**src/rtl/mc_control_fsm.sv**
```systemverilog
// Multicycle RISC-V control FSM: sequences fetch/decode/execute/memory steps,
// bounds memory waits with a timeout, and latches illegal-op/timeout traps.
module mc_control_fsm #(
  parameter int MEM_TIMEOUT = 15
) (
  input  logic       clk,
  input  logic       rst,
  input  logic [6:0] Op,
  input  logic [2:0] funct3,
  input  logic [6:0] funct7,
  input  logic       Zero,
  input  logic       mem_ready,
  output logic       PCWrite,
  output logic       AdrSrc,
  output logic       MemWrite,
  output logic       IRWrite,
  output logic       RegWrite,
  output logic [1:0] ResultSrc,
  output logic [1:0] ALUSrcA,
  output logic [1:0] ALUSrcB,
  output logic [2:0] ALUControl,
  output logic [1:0] ImmSrc,
  output logic       instr_done,
  output logic       trap,
  output logic [1:0] trap_cause
);

  localparam int CW = $clog2(MEM_TIMEOUT + 1);

  localparam logic [6:0] OP_LW     = 7'b0000011;
  localparam logic [6:0] OP_SW     = 7'b0100011;
  localparam logic [6:0] OP_RTYPE  = 7'b0110011;
  localparam logic [6:0] OP_ITYPE  = 7'b0010011;
  localparam logic [6:0] OP_BRANCH = 7'b1100011;
  localparam logic [6:0] OP_JAL    = 7'b1101111;

  localparam logic [2:0] ALU_ADD = 3'b000;
  localparam logic [2:0] ALU_SUB = 3'b001;
  localparam logic [2:0] ALU_AND = 3'b010;
  localparam logic [2:0] ALU_OR  = 3'b011;
  localparam logic [2:0] ALU_SLT = 3'b101;

  localparam logic [1:0] CAUSE_ILLEGAL = 2'b01;
  localparam logic [1:0] CAUSE_TIMEOUT = 2'b10;

  typedef enum logic [3:0] {
    FETCH, DECODE, MEMADR, MEMREAD, MEMWB, MEMWRITE,
    EXECR, EXECI, ALUWB, BRANCH, JAL, TRAP
  } state_t;

  state_t          state, state_next;
  logic [CW-1:0]   wait_cnt;
  logic            mem_wait;
  logic            timeout;
  logic [1:0]      cause_next;
  logic            trap_q;
  logic [1:0]      trap_cause_q;

  function automatic logic [2:0] alu_decode(input logic [2:0] f3, input logic sub_ok);
    case (f3)
      3'b000:  return sub_ok ? ALU_SUB : ALU_ADD;
      3'b010:  return ALU_SLT;
      3'b110:  return ALU_OR;
      3'b111:  return ALU_AND;
      default: return ALU_ADD;
    endcase
  endfunction

  assign mem_wait = ((state == FETCH) || (state == MEMREAD) || (state == MEMWRITE)) && !mem_ready;
  // The counter holds the number of wait cycles already spent; one more wait
  // beyond MEM_TIMEOUT is a fault, while mem_ready on that cycle still wins.
  assign timeout  = mem_wait && (wait_cnt == CW'(MEM_TIMEOUT));

  always_comb begin
    // NOTE: every output and the next state get a default before the case so
    // that no path leaves them unassigned; otherwise synthesis infers latches.
    state_next = state;
    cause_next = 2'b00;
    PCWrite    = 1'b0;
    AdrSrc     = 1'b0;
    MemWrite   = 1'b0;
    IRWrite    = 1'b0;
    RegWrite   = 1'b0;
    ResultSrc  = 2'b00;
    ALUSrcA    = 2'b00;
    ALUSrcB    = 2'b00;
    ALUControl = ALU_ADD;
    instr_done = 1'b0;
    case (Op)
      OP_SW:     ImmSrc = 2'b01;
      OP_BRANCH: ImmSrc = 2'b10;
      OP_JAL:    ImmSrc = 2'b11;
      default:   ImmSrc = 2'b00;
    endcase

    case (state)
      FETCH: begin
        ALUSrcB   = 2'b10;
        ResultSrc = 2'b10;
        IRWrite   = mem_ready;
        PCWrite   = mem_ready;
        if (mem_ready)    state_next = DECODE;
        else if (timeout) state_next = TRAP;
      end
      DECODE: begin
        ALUSrcA = 2'b01;
        ALUSrcB = 2'b01;
        case (Op)
          OP_LW, OP_SW: state_next = MEMADR;
          OP_RTYPE:     state_next = EXECR;
          OP_ITYPE:     state_next = EXECI;
          OP_BRANCH:    state_next = BRANCH;
          OP_JAL:       state_next = JAL;
          default: begin
            state_next = TRAP;
            cause_next = CAUSE_ILLEGAL;
          end
        endcase
      end
      MEMADR: begin
        ALUSrcA    = 2'b10;
        ALUSrcB    = 2'b01;
        state_next = (Op == OP_LW) ? MEMREAD : MEMWRITE;
      end
      MEMREAD: begin
        AdrSrc = 1'b1;
        if (mem_ready)    state_next = MEMWB;
        else if (timeout) state_next = TRAP;
      end
      MEMWB: begin
        ResultSrc  = 2'b01;
        RegWrite   = 1'b1;
        instr_done = 1'b1;
        state_next = FETCH;
      end
      MEMWRITE: begin
        AdrSrc     = 1'b1;
        MemWrite   = 1'b1;
        instr_done = mem_ready;
        if (mem_ready)    state_next = FETCH;
        else if (timeout) state_next = TRAP;
      end
      EXECR: begin
        ALUSrcA    = 2'b10;
        ALUControl = alu_decode(funct3, funct7[5]);
        state_next = ALUWB;
      end
      EXECI: begin
        ALUSrcA    = 2'b10;
        ALUSrcB    = 2'b01;
        ALUControl = alu_decode(funct3, 1'b0);
        state_next = ALUWB;
      end
      ALUWB: begin
        RegWrite   = 1'b1;
        instr_done = 1'b1;
        state_next = FETCH;
      end
      BRANCH: begin
        ALUSrcA    = 2'b10;
        ALUControl = ALU_SUB;
        PCWrite    = Zero ^ funct3[0];
        instr_done = 1'b1;
        state_next = FETCH;
      end
      JAL: begin
        ALUSrcA    = 2'b01;
        ALUSrcB    = 2'b10;
        PCWrite    = 1'b1;
        state_next = ALUWB;
      end
      default: state_next = TRAP;
    endcase

    if (timeout && !mem_ready) cause_next = CAUSE_TIMEOUT;

    // Reset overrides every transition and silences the datapath this cycle.
    if (rst) begin
      state_next = FETCH;
      PCWrite    = 1'b0;
      AdrSrc     = 1'b0;
      MemWrite   = 1'b0;
      IRWrite    = 1'b0;
      RegWrite   = 1'b0;
      ResultSrc  = 2'b00;
      ALUSrcA    = 2'b00;
      ALUSrcB    = 2'b00;
      ALUControl = ALU_ADD;
      instr_done = 1'b0;
    end
  end

  always_ff @(posedge clk) begin
    // NOTE: sequential state uses non-blocking assignments so every register
    // samples pre-edge values regardless of statement order.
    if (rst) begin
      state        <= FETCH;
      wait_cnt     <= '0;
      trap_q       <= 1'b0;
      trap_cause_q <= 2'b00;
    end else begin
      state <= state_next;
      if (state_next != state) wait_cnt <= '0;
      else if (mem_wait)       wait_cnt <= wait_cnt + CW'(1);
      if ((state_next == TRAP) && (state != TRAP)) begin
        trap_q       <= 1'b1;
        trap_cause_q <= cause_next;
      end
    end
  end

  assign trap       = trap_q;
  assign trap_cause = trap_cause_q;

endmodule

```
**config.mk**
```make
export PLATFORM = sky130hd
export DESIGN_NAME = mc_control_fsm
export DESIGN_NICKNAME = d
export VERILOG_FILES = /design/src/rtl/mc_control_fsm.sv
export SDC_FILE = /design/constraint.sdc
export NUM_CORES = 1
export LEC_CHECK = 0
export BUFFER_PORTS_ARGS = -buffer_cell sky130_fd_sc_hd__buf_2
export CAP_MARGIN = 5
export CORE_ASPECT_RATIO = 0.75
export CORE_UTILIZATION = 45
export CTS_CLUSTER_SIZE = 16
export DETAILED_ROUTE_END_ITERATION = 6
export PLACE_DENSITY_LB_ADDON = 0.12
export RECOVER_POWER = 50
export SLEW_MARGIN = 25
export SYNTH_ARGS = -nofsm -noshare
export SYNTH_HDL_FRONTEND = slang
export SYNTH_SLANG_ARGS = --single-unit
export TNS_END_PERCENT = 100
```
**constraint.sdc**
```tcl
create_clock -name clk -period 3.8 [get_ports clk]
set_input_delay 0 -clock clk [delete_from_list [all_inputs] [get_ports clk]]
set_output_delay 0 -clock clk [all_outputs]
set_load 0.005 [all_outputs]
```
==> flow_summary.toml, run 1 <==
[drt]
ant_nets = 0
drtIter0Drc = 121
routedWlPerCell_um = 13.7
met3WireLength_um = 106
wl_met1_mm = 1.47
via_per_inst = 5.79
dr_wl_met2_mm = 1.49
firstDrtPassIters = 4
vias = 1296
top_layer = "met4"
routed_wl_mm = 3.08
drc_errors = 0

[final_layout]
drive_gt1_share_pct = 21.6
area_growth_pct = 14.3
nFillCells = 253
antennaDiodeCount = 0
fin_util_pct = 56.9
final_area_um2 = 1370
finalNetCount = 213

[timing]
fmax_mhz = 385
final-setup-viol-count = 0
drv_slew = 0
layout_min_cycle_time_ns = 2.60
hold_viol = 0
setup_tns_ns = 0
slew_headroom_pct = 40.7
rsz0062_at_grt = "no"
hold_slack_ns = 0.107
finClkSkew_ns = 0.0134
fin_ws_ns = 1.20
min_period_over_period_pct = 68.4
tightest_slew_ns = 0.889

[worst_setup_path]
start_kind = "flip-flop"
rr_endpoint = "trap_cause[1]"
crit_arrival_ns = 2.79
worstSetupPathType = "flip-flop to flip-flop"
endpoint_kind = "flip-flop"
worstPathMaxFanout = 25
worstPathRequired_ns = 3.99
timing.rr.start = "state[0]"
rr_worst_depth = 6
r2r_slack_ns = 1.20

[synthesis]
synth_xor_area_share_pct = 4.39
ys_ff_latch = 11
synthAdderAreaFrac_pct = 1.05
synth_edf_count = 0
synth_warnings = 0
synth_top_family_by_area = "simple AND/OR/NAND/NOR gates"
ys_types = 49
synthMuxAreaShare_pct = 1.67
synth_nets = 185
synth_top_flop_cell = "dfxtp_1"
synth_compound_area_share_pct = 27.4
syn_inst = 163
synth_seq_area_share_pct = 18.4
syn_avg_cell_area_um2 = 7.34
async_flop_share_pct = 0
netlist_area_um2 = 1200
synthSimpleGateAreaFrac_pct = 40.3

[power]
p_sw_share_pct = 49.5
combPwrFrac_pct = 57.7
vdd_drop_max_v = 0.000330
p_seq_share_pct = 32.1
power.density_nw_per_um2 = 589
intPower_mw = 0.407
power_switching_mw = 0.399
p_leak_nw = 0.511
clockPowerShare_pct = 10.3

[floorplanning]
die_h_um = 46.7
core-area_um2 = 2400
start_util_pct = 49.8
die_w_um = 61.5
dieArea_um2 = 2870
rows = 15
ios = 41

[run_status]
status = "finished clean"

[cts]
cts_tree = "built"
clk_pin_slew_ns = 0.08
cts.sinks = 11
ctsResizeCount = 0
post_cts_buffers = 0
insertion_delay_ns = 0.28
numCtsBuffers = 3
clock-root-buffer = "clkbuf_4"
htree_levels = 1
max-clock-path-buffers = 2
ctsHoldBuffers = 0

[hold_path]
min_to = "state[0]"
worstHoldPathType = "input pin to flip-flop"
min_path_cells = 2
hp-start = "rst"

[place]
port_buffers = 34
place_area_um2 = 1350
place_worst_setup_slack_ns = 1.23
finalWeightedCongestion = 0.853
hpwl_mm = 2.32

[grt]
grt_first_pass_wirelength_mm = 5.00
grt_usage_pct = 23.8
overflow = 0
grt_max_degree = 28
antenna_found_initial = 0
grt_pass1_vias = 1112

[job]
maxCapViolations = 0
## cell usage in the layout (no fill, tap or decap), types with 2 or more instances in the layout
cell      synthesis  routed
buf_2             2      23
o21ai_0           4       4
nor2b_1           3       3
or2_2             2       2
xnor2_1           3       3
nor4b_2           3       3
nand3_1           4       4
clkbuf_1          4      11
dfxtp_1          11      11
nor2_1           21      21
o221ai_1          2       2
nand2b_1          7       7
mux2i_1           2       2
nand4_1           2       2
inv_1             7       7
a31oi_1           6       6
nor3_1           16      16
nand2_1           8       8
a21oi_1          13      13
clkbuf_4          0       3
xor2_1            3       3
nand3b_1          3       3
o22a_1            2       2
and2_1            3       2
o32ai_2           2       2
o31ai_1           3       3
nor4b_1           2       2
## critical path, stage by stage (launching register included)
cell      delay, ns
dfxtp_1        0.88
nor4b_2        0.51
o21ai_2        0.14
o211a_1        0.28
o21a_2         0.14
and4bb_4       0.36
mux2i_1        0.20
## cells in the mapped netlist (all sizes together), types with 2 or more instances
cell type / number / area, um2
nand2: 8 / 30.0
o31ai: 3 / 22.5
clkbuf: 4 / 15.0
xor2: 3 / 26.3
a31oi: 7 / 50.1
xnor2: 3 / 26.3
a21oi: 13 / 65.1
o22a: 2 / 17.5
nor2: 21 / 78.8
nand3b: 3 / 22.5
or2: 3 / 18.8
and4bb: 2 / 28.8
dfxtp: 11 / 220
and2: 3 / 18.8
o221ai: 2 / 17.5
mux2i: 2 / 20.0
buf: 7 / 40.0
nand2b: 7 / 43.8
nor2b: 3 / 18.8
o21ai: 5 / 28.8
nor3: 16 / 80.1
nand4: 2 / 12.5
nor4b: 5 / 62.6
inv: 7 / 26.3
o32ai: 2 / 32.5
nand3: 4 / 20.0
## logic make-up (layout without fill, tap and decap cells)
family | after synthesis | after routing
DFF | 11 | 11
xor gates and xnor gates | 6 | 6
buffers and inverters | 18 | 45
AOI/OAI and AO/OA | 42 | 42
adders and majority gates | 1 | 1
and+or+nand+nor | 83 | 83
muxes | 2 | 2
## through the flow
step	power, mW	instances
6_report	0.806	224
5_1_grt	0.883	224
3_5_place_dp	0.728	220
3_3_place_gp	0.710	220
2_1_floorplan	0.615	163
4_1_cts	0.814	224
## per-layer routing
layer / track usage [%] / vias up
met2: 38.7 / 25
met1: 33.0 / 619
met3: 4.49 / 2
met5: 0 / -
li1: - / 650
met4: 4.44 / 0
## cell type report
cell class	instances	area, um2	area share (%)
multi-input combinational	134	895	65.4
sequential	11	220	16.1
timing repair buffer	34	158	11.5
tap	34	42.5	3.11
clock buffer	4	26.3	1.92
inverter	7	26.3	1.92
## worst max path at each step
stage | cells after the start | startpoint | to
final | 6 | state[0] | trap_cause[1]
after global routing | 6 | state[0] | wait_cnt[1]
after CTS | 6 | state[0] | trap_cause[1]
after detailed placement | 6 | state[0] | trap_cause[1]
after global placement | 6 | state[0] | trap_cause[1]
after floorplan | 7 | state[1] | trap_cause[1]
## power by group through the flow
| stage | clock network, mW | registers (mW) | logic, mW |
|---|---|---|---|
| 3_3_place_gp | 0 | 0.254 | 0.456 |
| 3_5_place_dp | 0 | 0.259 | 0.469 |
| 4_1_cts | 0.0864 | 0.257 | 0.471 |
| 2_1_floorplan | 0 | 0.167 | 0.449 |
| 5_1_grt | 0.0926 | 0.269 | 0.521 |
| 6_report | 0.0827 | 0.258 | 0.465 |
## registers in the layout, indices dropped and copies added (netlist names)
register    cells
state           4
trap            1
trap_cause      2
wait_cnt        4
Power figures use the tool's default switching activity.
==> inputs of run 2 (changes only) <==
--- a/config.mk
+++ b/config.mk
@@ -5,6 +5,7 @@
 export SDC_FILE = /design/constraint.sdc
 export NUM_CORES = 1
 export LEC_CHECK = 0
+export ABC_AREA = 1
 export BUFFER_PORTS_ARGS = -buffer_cell sky130_fd_sc_hd__buf_2
 export CAP_MARGIN = 5
 export CORE_ASPECT_RATIO = 0.75
==> constraint.sdc (replaced) <==
create_clock -name clk -period 2.4 [get_ports clk]
set_input_delay 0 -clock clk [delete_from_list [all_inputs] [get_ports clk]]
set_output_delay 0 -clock clk [all_outputs]
set_load 0.005 [all_outputs]
==> flow_summary.toml, run 2 <==
[timing]
min_period_over_period_pct = 84.6
final-setup-viol-count = 0
slew_headroom_pct = 71.9
finClkSkew_ns = 0.000512
hold_viol = 0
layout_min_cycle_time_ns = 2.03
rsz0062_at_grt = "no"
tightest_slew_ns = 0.420
drv_slew = 0
setup_tns_ns = 0
fmax_mhz = 493

[drt]
routedWlPerCell_um = 10.9
vias = 1153
routed_wl_mm = 2.53
drc_errors = 2
drtIter0Drc = 46
via_per_inst = 4.95
firstDrtPassIters = 6
ant_nets = 0

[final_layout]
antennaDiodeCount = 0
drive_gt1_share_pct = 26.3
final_common_cell = "nand2_1"
seqCellArea_um2 = 220
area_growth_pct = 18.2
nFillCells = 226
finalNetCount = 232
multi_input_area_um2 = 712
final_area_um2 = 1240
layout_common_cells = "40 x nand2_1, 35 x nor2_1, 28 x buf_2, 22 x inv_1, 17 x nand3_1"

[power]
p_sw_share_pct = 51.0
p_leak_nw = 0.675
clockPowerShare_pct = 11.2
vdd_drop_max_v = 0.000513
power.density_nw_per_um2 = 889
p_seq_share_pct = 24.3
power_switching_mw = 0.564
intPower_mw = 0.543
combPwrFrac_pct = 64.5

[synthesis]
netlist_area_um2 = 1050
synth_edf_count = 0
syn_avg_cell_area_um2 = 6.05
synth_warnings = 0
synth_top_flop_cell = "dfxtp_1"
synthMostInstantiatedCell = "nand2_1"
ys_types = 29
synth_seq_area_share_pct = 20.9
syn_inst = 174
netlist.area_leader.share_pct = 20.9
ys_ff_latch = 11
synth_nets = 196
synthTopCellsByCount = "39 x nand2_1, 34 x nor2_1, 22 x inv_1"
async_flop_share_pct = 0
yosys.area.top_type = "dfxtp_1"
ys_top_cells_by_area = "dfxtp_1 21%, nand2_1 14%, nor2_1 12%"

[hold_path]
worstHoldPathType = "input pin to flip-flop"
min_to = "trap"
min_path_cells = 2
hp-start = "rst"

[worst_setup_path]
crit_cells = 12
endpoint_kind = "flip-flop"
critPathTopFamily = "simple AND/OR/NAND/NOR gates"
r2r_slack_ns = 0.37
crit_path_max_incr_delay_ns = 0.40
start_kind = "flip-flop"
path_buf_inv = 1
worstPathMaxFanout = 7
rr_worst_depth = 12
crit_path_frequent_cell = "nand2_1"
worstPathRequired_ns = 2.60
worstSetupPathType = "flip-flop to flip-flop"
rr_endpoint = "wait_cnt[1]"
crit_arrival_ns = 2.23
cp_slowest_cell = "dfxtp_1"
path_cells = "inv_2 > nor2_1 > nand2_1 > nand3_4 > nand3b_4 > nand3_2 > nand2_2 > nand2_1 > nand2_1 > nor2_2 > nand2_2 > nor2_1"
timing.rr.start = "state[2]"

[run_status]
violations = "DRC"
status = "complete, but fails checks"

[grt]
grt_usage_pct = 21.7
grt_max_degree = 17
overflow = 0
grt_pass1_vias = 998
antenna_found_initial = 0
grt_first_pass_wirelength_mm = 4.28

[cts]
cts.sinks = 11
cts_tree = "built"
post_cts_buffers = 0
clk_pin_slew_ns = 0.07
numCtsBuffers = 3
max-clock-path-buffers = 2
ctsHoldBuffers = 0
clock-root-buffer = "clkbuf_4"
htree_levels = 1
ctsResizeCount = 0
insertion_delay_ns = 0.26

[floorplanning]
core-area_um2 = 2100
ios = 41
start_util_pct = 50.1
rows = 14
die_w_um = 57.9
die_h_um = 43.9
dieArea_um2 = 2540

[place]
finalWeightedCongestion = 0.872
place_area_um2 = 1230
port_buffers = 34
hpwl_mm = 2.03

[job]
maxCapViolations = 0
[run 2: cell count changes in the layout (fill, tap and decap cells not counted), sizes merged, moves of 16 or more]
cell   previous run  this run
nand2             8        46
nor2             21        40
nand3             4        22
inv               7        24
nor3             16         0
[run 2: per-layer routing]
| metal | up-vias | track usage (%) | wire length [um] |
|---|---|---|---|
| li1 | 621 | - | - |
| met1 | 503 | 30.6 | 1320 |
| met2 | 29 | 35.2 | 1070 |
| met3 | 0 | 5.37 | 143 |
| met4 | 0 | 1.43 | 0 |
| met5 | - | 0 | 0 |
[run 2: area by class of cell]
| cell class | instances | share of cell area, % |
|---|---|---|
| inverters | 24 | 7.24 |
| well taps | 24 | 2.41 |
| multi-input cells | 136 | 57.2 |
| flip-flops and latches | 11 | 17.7 |
| clock buffers | 4 | 2.11 |
| repair buffers | 34 | 13.4 |
[run 2: cell families (layout without fill, tap and decap cells)]
| kind of cell | after synthesis | in the layout | synth area share [%] |
|---|---|---|---|
| AO/OA/AOI/OAI | 18 | 18 | 10.1 |
| flip-flops | 11 | 11 | 20.9 |
| multiplexers | 1 | 1 | 1.07 |
| adder cells (fa/ha/maj) | 1 | 1 | 1.19 |
| XOR/XNOR | 4 | 4 | 3.33 |
| buffers and inverters | 27 | 62 | 10.6 |
| AND/OR/NAND/NOR | 112 | 112 | 52.9 |
[run 2: how the worst max path moves through the flow]
stage / from / endpoint / slack, ns
after global placement: state[3] / trap_cause[1] / 0.67
after CTS: state[3] / trap_cause[1] / 0.65
after global routing: state[2] / wait_cnt[1] / 0.21
after floorplan: state[3] / trap_cause[0] / 0.91
final: state[2] / wait_cnt[1] / 0.37
after detailed placement: state[3] / trap_cause[1] / 0.66
[run 2: power by group through the flow]
| stage | Clock, mW | Combinational, mW | Sequential (mW) |
|---|---|---|---|
| after floorplan | 0 | 0.553 | 0.264 |
| after global placement | 0 | 0.705 | 0.271 |
| after detailed placement | 0 | 0.714 | 0.274 |
| after CTS | 0.126 | 0.717 | 0.270 |
| after global routing | 0.137 | 0.801 | 0.275 |
| final | 0.124 | 0.714 | 0.269 |
[run 2: metrics by stage]
step	hold slack, ns	utilization (%)	power, mW	setup slack (ns)	cells
3_5_place_dp	0.266	58.6	0.988	0.664	229
6_report	0.0903	59.2	1.11	0.370	233
4_1_cts	0.0846	59.9	1.11	0.647	233
3_3_place_gp	0.255	58.6	0.976	0.670	229
5_1_grt	0.0850	59.2	1.21	0.215	233
2_1_floorplan	0.0341	-	0.817	0.912	174
